File: src/rtl/ser_frame_arb_if.sv
// Bus bundle for ser_frame_arb: per-source request/serial lines plus the byte-wide valid/ready port.
// The arbiter takes the slave view; sources and consumer (or a bench) take the master view.
interface ser_frame_arb_if;
  logic [1:0] req;
  logic [1:0] sdin;
  logic [1:0] gnt;
  logic [7:0] dout;
  logic       dout_vld;
  logic       dout_rdy;
  logic       dout_src;
  logic       dout_perr;
  logic       busy;

  modport master (
    output req, sdin, dout_rdy,
    input  gnt, dout, dout_vld, dout_src, dout_perr, busy
  );

  modport slave (
    input  req, sdin, dout_rdy,
    output gnt, dout, dout_vld, dout_src, dout_perr, busy
  );
endinterface

File: src/rtl/ser_frame_arb.sv
// Round-robin arbiter that shifts one 8-bit MSB-first frame from one of two serial sources
// into a byte presented on a valid/ready port. Optional even-parity bit: define SER_PARITY_EN.
module ser_frame_arb (
  input logic            clk,
  input logic            rst,
  ser_frame_arb_if.slave bus
);

`ifdef SER_PARITY_EN
  typedef enum logic [1:0] {IDLE, SHIFT, PAR, HOLD} state_t;
`else
  typedef enum logic [1:0] {IDLE, SHIFT, HOLD} state_t;
`endif

  state_t     state;
  logic [3:0] cnt;
  logic [7:0] shreg;
  logic       sel;
  logic       last_src;
  logic [1:0] gnt;
  logic [7:0] dout;
  logic       vld;
  logic       src;
  logic       busy;
  logic       pick;
  logic       sbit;

  assign sbit = bus.sdin[sel];

  // On a tie the source not served last wins; a lone request always wins.
  always_comb begin
    pick = 1'b0;
    if (bus.req == 2'b11) pick = ~last_src;
    else                  pick = bus.req[1];
  end

`ifdef SER_PARITY_EN
  logic perr;
  assign bus.dout_perr = perr;
`else
  assign bus.dout_perr = 1'b0;
`endif

  always_ff @(posedge clk) begin
    if (rst) begin
      state    <= IDLE;
      cnt      <= 4'd0;
      shreg    <= 8'h00;
      sel      <= 1'b0;
      last_src <= 1'b1;
      gnt      <= 2'b00;
      dout     <= 8'h00;
      vld      <= 1'b0;
      src      <= 1'b0;
      busy     <= 1'b0;
`ifdef SER_PARITY_EN
      perr     <= 1'b0;
`endif
    end else begin
      case (state)
        IDLE: begin
          if (bus.req != 2'b00) begin
            sel      <= pick;
            last_src <= pick;
            gnt      <= pick ? 2'b10 : 2'b01;
            cnt      <= 4'd0;
            busy     <= 1'b1;
            state    <= SHIFT;
          end
        end
        SHIFT: begin
          shreg <= {shreg[6:0], sbit};
          cnt   <= cnt + 4'd1;
          if (cnt == 4'd7) begin
`ifdef SER_PARITY_EN
            state <= PAR;
`else
            gnt   <= 2'b00;
            dout  <= {shreg[6:0], sbit};
            src   <= sel;
            vld   <= 1'b1;
            state <= HOLD;
`endif
          end
        end
`ifdef SER_PARITY_EN
        // shreg now holds the full data byte; the grant stays up one more cycle for the parity bit.
        PAR: begin
          gnt   <= 2'b00;
          dout  <= shreg;
          perr  <= ^{shreg, sbit};
          src   <= sel;
          vld   <= 1'b1;
          state <= HOLD;
        end
`endif
        HOLD: begin
          if (bus.dout_rdy) begin
            vld   <= 1'b0;
            busy  <= 1'b0;
            state <= IDLE;
          end
        end
        default: state <= IDLE;
      endcase
    end
  end

  assign bus.gnt      = gnt;
  assign bus.dout     = dout;
  assign bus.dout_vld = vld;
  assign bus.dout_src = src;
  assign bus.busy     = busy;

endmodule

File: src/flat_wrapper.sv
// flat-port wrapper written by rule: the top's interface ports become plain ports
module ser_frame_arb_flat 
  (clk, rst, bus_req, bus_sdin, bus_dout_rdy, bus_gnt, bus_dout, bus_dout_vld, bus_dout_src, bus_dout_perr, bus_busy);
  ser_frame_arb_if bus_i ();
  input logic clk;
  input logic rst;
  input wire logic [$bits(bus_i.req)-1:0] bus_req;
  input wire logic [$bits(bus_i.sdin)-1:0] bus_sdin;
  input wire logic [$bits(bus_i.dout_rdy)-1:0] bus_dout_rdy;
  output wire logic [$bits(bus_i.gnt)-1:0] bus_gnt;
  output wire logic [$bits(bus_i.dout)-1:0] bus_dout;
  output wire logic [$bits(bus_i.dout_vld)-1:0] bus_dout_vld;
  output wire logic [$bits(bus_i.dout_src)-1:0] bus_dout_src;
  output wire logic [$bits(bus_i.dout_perr)-1:0] bus_dout_perr;
  output wire logic [$bits(bus_i.busy)-1:0] bus_busy;
  assign bus_i.req = bus_req;
  assign bus_i.sdin = bus_sdin;
  assign bus_i.dout_rdy = bus_dout_rdy;
  assign bus_gnt = bus_i.gnt;
  assign bus_dout = bus_i.dout;
  assign bus_dout_vld = bus_i.dout_vld;
  assign bus_dout_src = bus_i.dout_src;
  assign bus_dout_perr = bus_i.dout_perr;
  assign bus_busy = bus_i.busy;
  ser_frame_arb u_core (.clk(clk), .rst(rst), .bus(bus_i));
endmodule
File: config.mk
export PLATFORM = sky130hd
export DESIGN_NAME = ser_frame_arb_flat
export DESIGN_NICKNAME = d
export VERILOG_FILES = /design/src/rtl/ser_frame_arb_if.sv /design/src/rtl/ser_frame_arb.sv /design/src/flat_wrapper.sv
export SDC_FILE = /design/constraint.sdc
export NUM_CORES = 1
export LEC_CHECK = 0
export ABC_CLOCK_PERIOD_IN_PS = 3500
export BUFFER_PORTS_ARGS = -buffer_cell sky130_fd_sc_hd__buf_2
export CORE_UTILIZATION = 40
export CTS_BUF_LIST = sky130_fd_sc_hd__clkbuf_8
export CTS_CLUSTER_DIAMETER = 150
export CTS_CLUSTER_SIZE = 20
export DETAILED_ROUTE_END_ITERATION = 7
export PLACE_DENSITY = 0.6
export SYNTH_ARGS = -nofsm -noshare
export SYNTH_HDL_FRONTEND = slang
export SYNTH_SLANG_ARGS = --single-unit
File: constraint.sdc
create_clock -name clk -period 3.5 [get_ports clk]
set_input_delay 0.7 -clock clk [delete_from_list [all_inputs] [get_ports clk]]
set_output_delay 0.7 -clock clk [all_outputs]
set_load 0.05 [all_outputs]
==> impl_metrics.tcl <==
set metrics [dict create \
    grt_pass1_vias 958 \
    yosysTopAreaCell "dfxtp_1" \
    slew_violations 0 \
    synth_top_area_share_pct 47.97 \
    cp.arrival_ns 0.87 \
    grt_max_degree 29 \
    track_usage_pct 16.20 \
    synth-seq-cells 28 \
    fin_crit_ns 1.573 \
    sw_frac_of_total_pct 23.94 \
    crit_fanout 2 \
    synth_ff_type "dfxtp_1" \
    hold_class "flip-flop to flip-flop" \
    crit_path_cell_trace "buf_2" \
    yosysSeqAreaShare_pct 47.97 \
    post_cts_buffers 0 \
    via_per_inst 5.453 \
    die_h_um 56.05 \
    clkPwrFrac_pct 38.5 \
    wl_mm 2.321 \
    rows 19 \
    place_congestion 0.7587 \
    die_x_um 56.05 \
    drv_cap 0 \
    yosys_warnings 0 \
    clk_latency_ns 0.27 \
    crit_path_start_kind "flip-flop" \
    outcome "finished clean" \
    switchingPower_uw 157.6 \
    areaGrowthSynthToFinish_pct 12.21 \
    nets 157 \
    power_frac_seq_pct 51.1 \
    core_area_um2 2758 \
    firstDrtPassIters 4 \
    grt-ovfl-total 0 \
    port-buffer-count 19 \
    crit_buf_inv 1 \
    grt_first_pass_wirelength_mm 4.043 \
    post_cts_resized 0 \
    path_delay_family "flip-flops" \
    synth-async-reset-ratio_pct 0 \
    critPathKind "flip-flop to primary output" \
    cp_slowest_stage_delay_ns 0.34 \
    hold_ws_ns 0.4639 \
    p_leak_nw 0.4955 \
    cts.path.max_buffers 2 \
    synthesis.nets 144 \
    io_pins 21 \
    p_per_area_nw_per_um2 502.0 \
    tns_ns 0 \
    wl_per_cell_um 12.97 \
    cp_slowest_cell "dfxtp_1" \
    power.internal_uw 500.7 \
    htree_levels 1 \
    fmax_ghz 0.6357 \
    hold_violations 0 \
    cts_sinks 28 \
    syn_area_per_cell_um2 8.593 \
    cp-end-kind "primary output" \
    num_vias 976 \
    drtIter0Drc 27 \
    cts_tree "built" \
    num_antenna_cells 0 \
    ctsHoldBuffers 0 \
    maxSlewHeadroom_pct 65.51 \
    antenna_left 0 \
    rsz0062_at_grt "false" \
    numCtsBuffers 3 \
    crit_required_ns 2.80 \
    clkTransAtPathRegs_ns 0.09 \
    drive_above_1_share_pct 19.59 \
    drc 0 \
    tightest_slew_ns 0.5174 \
    yosys-top-cells-area "dfxtp_1 (48%), a21oi_1 (9.4%), nand2_1 (5.8%)" \
    synth_edf_count 0 \
    ys_types 31 \
    die_area_um2 3142 \
    cts-root-buf "clkbuf_8" \
    initial_utilization_pct 42.38 \
    vdd_drop_max_uv 235.0 \
    dp_hpwl_mm 1.479 \
    period_share_pct 44.95 \
    antenna_found_initial 0 \
    syn_area_um2 1169 \
    syn_inst 136 \
    setup_viol 0 \
    combPwrFrac_pct 10.4 \
    finalClockSkew_ns 0.002421 \
]
-- metal layers --
metal | wire length (um) | up-vias | track usage (%) | share of wire, %
met5 | 0 | - | 0 | 0
li1 | - | 501 | - | -
met4 | 47 | 0 | 8.362 | 2.0
met1 | 1121 | 455 | 20.53 | 48
met2 | 1104 | 15 | 27.38 | 48
met3 | 48 | 5 | 1.395 | 2.1
-- cell usage after synthesis, drive strengths merged (2+ instances only) --
library cell,n
nand3,11
inv,2
dfxtp,28
a211oi,2
a21oi,22
nor2,7
nand3b,3
nand2,19
buf,8
o21ai,12
clkbuf,3
o211ai,2
nor3,3
-- area by class of cell --
cell class	instances	area, um^2
fillers	278	1446
flip-flops and latches	28	560.5
multi-input cells	95	538.0
repair buffers	19	95.09
clock buffers	3	41.29
well taps	31	38.79
clock inverters	1	30.03
inverters	2	7.507
-- kinds of logic (layout without fill, tap and decap cells) --
logic type                 Yosys count  in the layout  synth area share [%]
adders and majority gates            1              1                 1.070
buffers and inverters               13             25                 5.995
other                                1              1                0.3209
AOI/OAI and AO/OA                   43             43                 22.48
DFF                                 28             28                 47.97
and+or+nand+nor                     49             49                 21.20
muxes                                1              1                0.9635
-- cell usage in the layout, fill, tap and decap left out --
cell type and instances:
nor3_1 3, conb_1 1, o32ai_1 1, nor3b_1 1, a21oi_1 22, clkbuf_8 3
or2_1 1, ha_1 1, or4_1 1, bufinv_16 1, nand3b_1 3, nor2_1 6
dfxtp_1 28, nand2_2 1, and3b_1 1, o2111ai_1 1, a41o_1 1, nand2_1 18
o21ai_0 12, o211ai_1 2, nand2b_4 1, a2111oi_4 1, inv_1 2, buf_2 19
nand3_1 11, a211oi_1 2, o31ai_1 1, mux2_2 1, and2b_2 1, nor2_2 1
-- stage by stage --
stage	total power, mW	utilization, %	std cells	area [um^2]	worst slack, ns
final	0.6583	47.55	179	1311	1.927
after detailed placement	0.4124	44.96	175	1240	1.796
after CTS	0.6676	47.55	179	1311	1.906
after floorplan	0.4019	-	136	1169	2.022
after global routing	0.6853	47.55	179	1311	1.853
after global placement	0.4112	44.96	175	1240	1.829
-- flip-flops by register name, indices dropped and copies added, names as in the netlist --
register / cells
u_core.bus.busy: 1
u_core.shreg: 7
u_core.bus.dout_src: 1
u_core.bus.dout: 8
u_core.sel: 1
u_core.state: 2
u_core.bus.gnt: 2
u_core.cnt: 4
u_core.last_src: 1
u_core.bus.dout_vld: 1
-- path summary, 6_finish.rpt --
kind                       start                end  slack [ns]  depth (start not counted)
max          u_core.bus.dout_vld       bus_dout_vld        1.93                          1
min              u_core.bus.busy    u_core.bus.busy        0.46                          2
max reg2reg        u_core.cnt[0]  u_core.bus.gnt[0]        1.96                          4
min reg2reg      u_core.bus.busy    u_core.bus.busy        0.46                          2
-- power groups by stage --
stage	Combinational [mW]	Sequential [mW]	Clock, mW
finish	0.0687	0.336	0.253
global route	0.0755	0.337	0.272
CTS	0.0692	0.336	0.262
detailed placement	0.0687	0.344	0
global placement	0.0677	0.344	0
floorplan	0.0484	0.353	0
(Power assumes the default switching activity.)
